## src/rtl/fetch_queue_if.sv

```systemverilog
// ---------------------------------------------------------------------------
// fetch_queue_if
//   Bundles the instruction-memory request/response channel, the execute
//   redirect, and the decode valid/ready channel of the fetch queue.
//
//   Signals:
//     imem_address    fetch address (held stable while imem_read=1)
//     imem_read       read request, held until imem_resp
//     imem_rdata      instruction word, valid with imem_resp
//     imem_resp       one-cycle response pulse
//     redirect        flush from execute
//     redirect_pc     new fetch PC, sampled with redirect
//     dec_ready       decode accepts head entry
//     dec_valid       queue non-empty
//     dec_pc          head PC
//     dec_instruction head instruction
//     dec_pc_target   head predicted next PC
//     dec_prediction  head predicted-taken flag
//
//   Modports:
//     master : the fetch queue itself
//     slave  : memory / execute / decode environment
// ---------------------------------------------------------------------------
interface fetch_queue_if;
    logic [31:0] imem_address;
    logic        imem_read;
    logic [31:0] imem_rdata;
    logic        imem_resp;
    logic        redirect;
    logic [31:0] redirect_pc;
    logic        dec_ready;
    logic        dec_valid;
    logic [31:0] dec_pc;
    logic [31:0] dec_instruction;
    logic [31:0] dec_pc_target;
    logic        dec_prediction;

    modport master (
        output imem_address, imem_read,
        input  imem_rdata, imem_resp,
        input  redirect, redirect_pc,
        input  dec_ready,
        output dec_valid, dec_pc, dec_instruction, dec_pc_target, dec_prediction
    );

    modport slave (
        input  imem_address, imem_read,
        output imem_rdata, imem_resp,
        output redirect, redirect_pc,
        output dec_ready,
        input  dec_valid, dec_pc, dec_instruction, dec_pc_target, dec_prediction
    );
endinterface

```

## src/rtl/fetch_queue.sv

```systemverilog
// ---------------------------------------------------------------------------
// fetch_queue
//   Instruction fetch stage. Owns the fetch PC, issues single-outstanding
//   reads to instruction memory, applies a static branch prediction to each
//   returned word and queues {pc, instruction, target, prediction} in a
//   DEPTH-entry FIFO for decode. A redirect flushes the queue and any
//   in-flight read.
//
//   Parameters:
//     DEPTH    FIFO entries (power of two, >= 2)
//     RESET_PC first fetch address after reset
//
//   Ports:
//     clk  rising-edge clock
//     rst  asynchronous active-low reset
//     bus  fetch_queue_if.master (memory, redirect and decode channels)
// ---------------------------------------------------------------------------
module fetch_queue #(
    parameter int          DEPTH    = 4,
    parameter logic [31:0] RESET_PC = 32'h0000_0060
) (
    input  logic              clk,
    input  logic              rst,
    fetch_queue_if.master     bus
);

    localparam int PTR_W = $clog2(DEPTH);
    localparam int CNT_W = PTR_W + 1;
    localparam logic [CNT_W-1:0] DEPTH_C = CNT_W'(DEPTH);

    localparam logic [6:0] OPC_JAL    = 7'b1101111;
    localparam logic [6:0] OPC_BRANCH = 7'b1100011;

    typedef enum logic [1:0] {
        IDLE    = 2'd0,
        FETCH   = 2'd1,
        DISCARD = 2'd2
    } state_t;

    typedef struct packed {
        logic [31:0] pc;
        logic [31:0] instr;
        logic [31:0] target;
        logic        pred;
    } entry_t;

    state_t             state_q, state_d;
    logic [31:0]        fetch_pc_q, fetch_pc_d;
    logic [31:0]        held_addr_q, held_addr_d;
    logic [CNT_W-1:0]   count_q, count_d;
    logic [PTR_W-1:0]   rd_ptr_q, rd_ptr_d;
    logic [PTR_W-1:0]   wr_ptr_q, wr_ptr_d;
    entry_t             fifo_q [DEPTH];
    entry_t             fifo_d [DEPTH];

    logic [31:0]        pc_plus4;
    logic [31:0]        j_imm;
    logic [31:0]        b_imm;
    logic               pred;
    logic [31:0]        target;
    logic               push;
    logic               pop;
    logic               dec_valid;
    entry_t             head;

    // Static prediction: jal always taken, conditional branches taken only
    // when the offset is negative (loop back-edges). jalr is never predicted
    // because its target needs a register value.
    always_comb begin
        pc_plus4 = fetch_pc_q + 32'd4;
        j_imm    = {{11{bus.imem_rdata[31]}}, bus.imem_rdata[31], bus.imem_rdata[19:12],
                    bus.imem_rdata[20], bus.imem_rdata[30:21], 1'b0};
        b_imm    = {{19{bus.imem_rdata[31]}}, bus.imem_rdata[31], bus.imem_rdata[7],
                    bus.imem_rdata[30:25], bus.imem_rdata[11:8], 1'b0};
        pred     = 1'b0;
        target   = pc_plus4;
        case (bus.imem_rdata[6:0])
            OPC_JAL: begin
                pred   = 1'b1;
                target = fetch_pc_q + j_imm;
            end
            OPC_BRANCH: begin
                if (b_imm[31]) begin
                    pred   = 1'b1;
                    target = fetch_pc_q + b_imm;
                end
            end
            default: ;
        endcase
    end

    assign dec_valid = (count_q != '0);
    assign push      = (state_q == FETCH) && bus.imem_resp && !bus.redirect;
    assign pop       = dec_valid && bus.dec_ready && !bus.redirect;

    // Queue bookkeeping; redirect overrides both push and pop.
    always_comb begin
        fetch_pc_d = fetch_pc_q;
        count_d    = count_q;
        rd_ptr_d   = rd_ptr_q;
        wr_ptr_d   = wr_ptr_q;
        fifo_d     = fifo_q;
        if (bus.redirect) begin
            count_d    = '0;
            rd_ptr_d   = '0;
            wr_ptr_d   = '0;
            fetch_pc_d = bus.redirect_pc;
        end else begin
            if (push) begin
                fifo_d[wr_ptr_q] = '{pc: fetch_pc_q, instr: bus.imem_rdata,
                                     target: target, pred: pred};
                wr_ptr_d   = wr_ptr_q + 1'b1;
                fetch_pc_d = pred ? target : pc_plus4;
            end
            if (pop) begin
                rd_ptr_d = rd_ptr_q + 1'b1;
            end
            count_d = count_q + CNT_W'(push) - CNT_W'(pop);
        end
    end

    // Fetch FSM. Decisions use count_d so that a pop from a full queue
    // restarts fetching on the very next edge.
    always_comb begin
        state_d     = state_q;
        held_addr_d = held_addr_q;
        case (state_q)
            IDLE: begin
                if (count_d < DEPTH_C) state_d = FETCH;
            end
            FETCH: begin
                if (bus.redirect) begin
                    if (bus.imem_resp) begin
                        state_d = FETCH;
                    end else begin
                        // Keep the bus stable at the old address until the
                        // in-flight read completes, then throw its data away.
                        held_addr_d = fetch_pc_q;
                        state_d     = DISCARD;
                    end
                end else if (bus.imem_resp) begin
                    state_d = (count_d < DEPTH_C) ? FETCH : IDLE;
                end
            end
            DISCARD: begin
                if (bus.imem_resp) state_d = FETCH;
            end
            default: state_d = IDLE;
        endcase
    end

    always_ff @(posedge clk or negedge rst) begin
        if (!rst) begin
            state_q     <= IDLE;
            fetch_pc_q  <= RESET_PC;
            held_addr_q <= '0;
            count_q     <= '0;
            rd_ptr_q    <= '0;
            wr_ptr_q    <= '0;
        end else begin
            state_q     <= state_d;
            fetch_pc_q  <= fetch_pc_d;
            held_addr_q <= held_addr_d;
            count_q     <= count_d;
            rd_ptr_q    <= rd_ptr_d;
            wr_ptr_q    <= wr_ptr_d;
        end
    end

    // Entry storage needs no reset: contents are masked until count covers them.
    always_ff @(posedge clk) begin
        fifo_q <= fifo_d;
    end

    assign head                = fifo_q[rd_ptr_q];
    assign bus.imem_read       = (state_q != IDLE);
    assign bus.imem_address    = (state_q == DISCARD) ? held_addr_q : fetch_pc_q;
    assign bus.dec_valid       = dec_valid;
    assign bus.dec_pc          = dec_valid ? head.pc     : 32'd0;
    assign bus.dec_instruction = dec_valid ? head.instr  : 32'd0;
    assign bus.dec_pc_target   = dec_valid ? head.target : 32'd0;
    assign bus.dec_prediction  = dec_valid ? head.pred   : 1'b0;

endmodule

```

## src/flat_wrapper.sv

```systemverilog
// flat-port wrapper written by rule: the top's interface ports become plain ports
module fetch_queue_flat 
#(
    parameter int          DEPTH    = 4,
    parameter logic [31:0] RESET_PC = 32'h0000_0060
)
  (clk, rst, bus_imem_address, bus_imem_read, bus_imem_rdata, bus_imem_resp, bus_redirect, bus_redirect_pc, bus_dec_ready, bus_dec_valid, bus_dec_pc, bus_dec_instruction, bus_dec_pc_target, bus_dec_prediction);
  fetch_queue_if bus_i ();
  input  logic clk;
  input  logic rst;
  output wire logic [$bits(bus_i.imem_address)-1:0] bus_imem_address;
  output wire logic [$bits(bus_i.imem_read)-1:0] bus_imem_read;
  input wire logic [$bits(bus_i.imem_rdata)-1:0] bus_imem_rdata;
  input wire logic [$bits(bus_i.imem_resp)-1:0] bus_imem_resp;
  input wire logic [$bits(bus_i.redirect)-1:0] bus_redirect;
  input wire logic [$bits(bus_i.redirect_pc)-1:0] bus_redirect_pc;
  input wire logic [$bits(bus_i.dec_ready)-1:0] bus_dec_ready;
  output wire logic [$bits(bus_i.dec_valid)-1:0] bus_dec_valid;
  output wire logic [$bits(bus_i.dec_pc)-1:0] bus_dec_pc;
  output wire logic [$bits(bus_i.dec_instruction)-1:0] bus_dec_instruction;
  output wire logic [$bits(bus_i.dec_pc_target)-1:0] bus_dec_pc_target;
  output wire logic [$bits(bus_i.dec_prediction)-1:0] bus_dec_prediction;
  assign bus_imem_address = bus_i.imem_address;
  assign bus_imem_read = bus_i.imem_read;
  assign bus_i.imem_rdata = bus_imem_rdata;
  assign bus_i.imem_resp = bus_imem_resp;
  assign bus_i.redirect = bus_redirect;
  assign bus_i.redirect_pc = bus_redirect_pc;
  assign bus_i.dec_ready = bus_dec_ready;
  assign bus_dec_valid = bus_i.dec_valid;
  assign bus_dec_pc = bus_i.dec_pc;
  assign bus_dec_instruction = bus_i.dec_instruction;
  assign bus_dec_pc_target = bus_i.dec_pc_target;
  assign bus_dec_prediction = bus_i.dec_prediction;
  fetch_queue #(.DEPTH(DEPTH), .RESET_PC(RESET_PC)) u_core (.clk(clk), .rst(rst), .bus(bus_i));
endmodule
```

## config.mk

```make
export PLATFORM = sky130hd
export DESIGN_NAME = fetch_queue_flat
export DESIGN_NICKNAME = d
export VERILOG_FILES = /design/src/rtl/fetch_queue_if.sv /design/src/rtl/fetch_queue.sv /design/src/flat_wrapper.sv
export SDC_FILE = /design/constraint.sdc
export NUM_CORES = 1
export LEC_CHECK = 0
export ABC_AREA = 1
export CAP_MARGIN = 20
export CELL_PAD_IN_SITES_DETAIL_PLACEMENT = 0
export CELL_PAD_IN_SITES_GLOBAL_PLACEMENT = 1
export CORE_ASPECT_RATIO = 0.8
export CORE_MARGIN = 10
export CORE_UTILIZATION = 30
export DETAILED_ROUTE_END_ITERATION = 6
export PLACE_DENSITY_LB_ADDON = 0.2
export SLEW_MARGIN = 20
export SYNTH_ARGS = -nofsm -noshare
export SYNTH_HDL_FRONTEND = slang
export SYNTH_SLANG_ARGS = --single-unit
```

## constraint.sdc

```tcl
create_clock -name clk -period 18.3 [get_ports clk]
set_clock_uncertainty 0.1 [all_clocks]
set_input_delay 3.66 -clock clk [delete_from_list [all_inputs] [get_ports clk]]
set_output_delay 3.66 -clock clk [all_outputs]
set_load 0.01 [all_outputs]
```

==> flow_metrics.py <==
metrics = {
    "synthesis": {
        "ys_ff_latch": 457,
        "synthesis.nets": 2833,
        "ys_seq_area_share_pct": 56.5,
        "synth_edf_count": 384,
        "ys_types": 52,
        "synthFlopType": "edfxtp_1",
        "syn_inst": 2711,
        "syn_avg_cell_area_um2": 8.73,
        "yosysWarnings": 0,
        "async_flop_share_pct": 16.0,
        "syn_area_um2": 23700,
    },
    "die": {
        "rows": 92,
        "die_height_um": 271,
        "io_pins": 200,
        "core_um2": 78500,
        "die_area_um2": 90500,
        "die_x_um": 334,
        "initial_core_util_pct": 30.1,
    },
    "global_route": {
        "grt_first_pass_wirelength_mm": 131,
        "grt_max_degree": 114,
        "first_global_vias": 18800,
        "grt_overflow": 0,
        "antenna_found_initial": 6,
        "grtUsageTotal_pct": 19.4,
    },
    "timing": {
        "min_period_ns": 8.07,
        "hold_viol": 0,
        "fin_tns_setup_ns": 0,
        "layout_setup_ws_ns": 10.23,
        "relSlewSlack_pct": 31.4,
        "slew_violations": 0,
        "tightest_slew_ns": 1.03,
        "post-route-period-util_pct": 44.1,
        "setup_viol": 0,
        "fmax_mhz": 124,
        "rsz0062_at_grt": "false",
    },
    "worst_hold_path": {
        "holdPathEnd": "u_core.held_addr_q[28]$_DFFE_PN0P_",
        "hold_start": "u_core.held_addr_q[28]$_DFFE_PN0P_",
        "hold_path_class": "reg -> reg",
        "holdPathStages": 2,
    },
    "routing": {
        "totalWireLength_mm": 90.7,
        "vias_per_cell": 5.01,
        "via_count": 19800,
        "drc": 0,
        "dr.pass1.iters": 5,
        "wl_met1_mm": 41.9,
        "ant_nets": 0,
        "wl_met3_mm": 6.67,
        "wl_met2_mm": 39.5,
        "top_layer_used": "met4",
        "initialDrtViolationCount": 1775,
        "wl_per_cell_um": 22.9,
    },
    "setup_path": {
        "cp.required_ns": 14.54,
        "ff2ff_path_depth": 8,
        "rrSetupSlack_ns": 14.34,
        "cp_max_fo": 113,
        "cp.arrival_ns": 4.31,
        "critical_path_class": "reg -> out",
        "timing.rr.end": "u_core.fifo_q[62]$_DFFE_PP_",
        "worstSetupEndpointType": "output pin",
        "r2r_start": "u_core.state_q[0]$_DFFE_PN0P_",
        "critPathLaunchType": "register",
    },
    "power_and_ir_drop": {
        "p_per_area_nw_per_um2": 142,
        "ir_drop_v": 0.0000718,
        "leakage_nw": 11.1,
    },
    "placement": {
        "place_ws_ns": 10.76,
        "postPlaceCellArea_um2": 26700,
        "port_buffers": 199,
        "routabilityCongestion": 0.946,
        "dp_hpwl_mm": 65.1,
    },
    "clock_network": {
        "cts.path.max_buffers": 3,
        "htree_num_levels": 2,
        "cts_root_buf": "clkbuf_16",
        "cts_buffers": 49,
        "clock_latency_ns": 0.61,
        "cts.repair.resized": 0,
        "ctsHoldBuffers": 0,
        "cts.clk_slew.worst_paths_ns": 0.06,
        "cts.sinks": 457,
        "postCtsSetupBuffers": 0,
        "cts_tree": "yes",
    },
    "cells_and_area": {
        "fin_area_um2": 28400,
        "area_growth_pct": 20.0,
        "fill_cells": 7947,
        "nets": 3003,
        "drive_gt1_share_pct": 5.72,
    },
    "outcome": {
        "outcome": "finished clean",
    },
    "run": {
        "max-cap-violations": 0,
    },
}
[synthesized netlist by cell type (13+ instances only)]
cell | n | area, um2
o21ai_0 | 305 | 1530
nor2_1 | 523 | 1960
a21oi_1 | 188 | 941
nor3_1 | 20 | 100
ha_1 | 50 | 626
edfxtp_1 | 384 | 11500
buf_1 | 16 | 60.1
clkbuf_1 | 82 | 308
nand3_1 | 140 | 701
inv_1 | 230 | 863
nand2_1 | 556 | 2090
nand4_1 | 15 | 93.8
dfrtp_1 | 71 | 1780
o22ai_1 | 13 | 81.3
xor2_1 | 14 | 123
[metrics by stage]
stage / hold slack [ns] / utilization [%] / power (W) / instances
floorplan: 0.353 / - / 0.00224 / 2711
global placement: 0.368 / 34.1 / 0.00306 / 3862
detailed placement: 0.374 / 34.1 / 0.00306 / 3862
CTS: 0.389 / 36.1 / 0.00407 / 3954
global route: 0.404 / 36.1 / 0.00427 / 3956
finish: 0.382 / 36.2 / 0.00403 / 3957
[final cells by class]
type / count / area [um2] / share of cell area [%]
flip-flops and latches: 457 / 13400 / 47.1
multi-input cells: 1902 / 8970 / 31.6
repair buffers: 233 / 2250 / 7.92
clock buffers: 60 / 1300 / 4.57
well taps: 1034 / 1290 / 4.56
inverters: 238 / 900 / 3.17
clock inverters: 32 / 304 / 1.07
diodes: 1 / 2.50 / 0.00882
[cell usage in the layout, fill, tap and decap left out, types with 4 or more instances in the layout]
cell type	synthesis	routed
dfrtp_1	71	69
a21oi_1	188	188
nor3_2	4	4
clkinv_2	0	12
nand2_2	4	5
clkinv_1	2	11
nand3b_1	9	9
o22ai_1	13	13
buf_4	2	34
clkbuf_1	82	8
or2_2	11	11
edfxtp_1	384	384
nand3_1	140	140
clkbuf_16	0	49
bufinv_16	0	4
nor2_4	2	8
nor2_1	523	517
inv_1	230	229
nand4_1	15	15
o21bai_1	6	6
nand2_1	556	555
o211ai_1	4	4
xor2_1	14	14
o21ai_0	305	305
nor2_2	4	4
clkdlybuf4s50_1	0	196
ha_1	50	50
inv_2	5	5
nor3_1	20	20
[layer usage]
| layer | vias up | GRT usage, % |
|---|---|---|
| li1 | 9445 | - |
| met1 | 9584 | 28.0 |
| met2 | 689 | 29.5 |
| met3 | 113 | 3.38 |
| met4 | 0 | 5.61 |
| met5 | - | 0 |
[registers in the layout, indices dropped and copies added, names as in the netlist]
register            count
u_core.fifo_q         384
u_core.state_q          2
u_core.count_q          3
u_core.held_addr_q     32
u_core.wr_ptr_q         2
u_core.fetch_pc_q      32
u_core.rd_ptr_q         2
[critical path, stage by stage (launching register included)]
cell             delay [ns]
dfrtp_4                0.70
inv_4                  0.83
buf_4                  0.76
o21ai_0                0.25
a21oi_1                0.42
clkdlybuf4s50_1        0.63
[where the power goes]
group	internal [W]	total (W)	switching, W
combinational	0.000556	0.00162	0.00106
sequential	0.00129	0.00142	0.000131
clock	0.000565	0.000989	0.000424
[cells by family after synthesis]
logic type                 after synthesis  share of synthesized area, %
buffers and inverters                  352                          5.81
adders and majority gates               53                          2.90
muxes                                    1                        0.0423
and+or+nand+nor                       1300                          22.5
xor gates and xnor gates                14                         0.518
DFF                                    457                          56.5
AOI/OAI and AO/OA                      534                          11.7
[worst max path at each step]
| stage | end | from | cells after the start | slack [ns] |
|---|---|---|---|---|
| after detailed placement | bus_dec_instruction[8] | u_core.rd_ptr_q[0]$_DFFE_PN0P_ | 7 | 10.76 |
| after floorplan | u_core.fifo_q[0]$_DFFE_PP_ | bus_redirect | 5 | 9.29 |
| after CTS | bus_dec_instruction[8] | u_core.rd_ptr_q[0]$_DFFE_PN0P_ | 7 | 10.09 |
| final | bus_dec_pc_target[17] | u_core.rd_ptr_q[0]$_DFFE_PN0P_ | 5 | 10.23 |
| after global placement | bus_dec_pc_target[1] | u_core.rd_ptr_q[1]$_DFFE_PN0P_ | 7 | 10.82 |
| after global routing | bus_dec_pc_target[17] | u_core.rd_ptr_q[0]$_DFFE_PN0P_ | 5 | 9.88 |
Note: power is estimated with default switching activity, not from simulation.
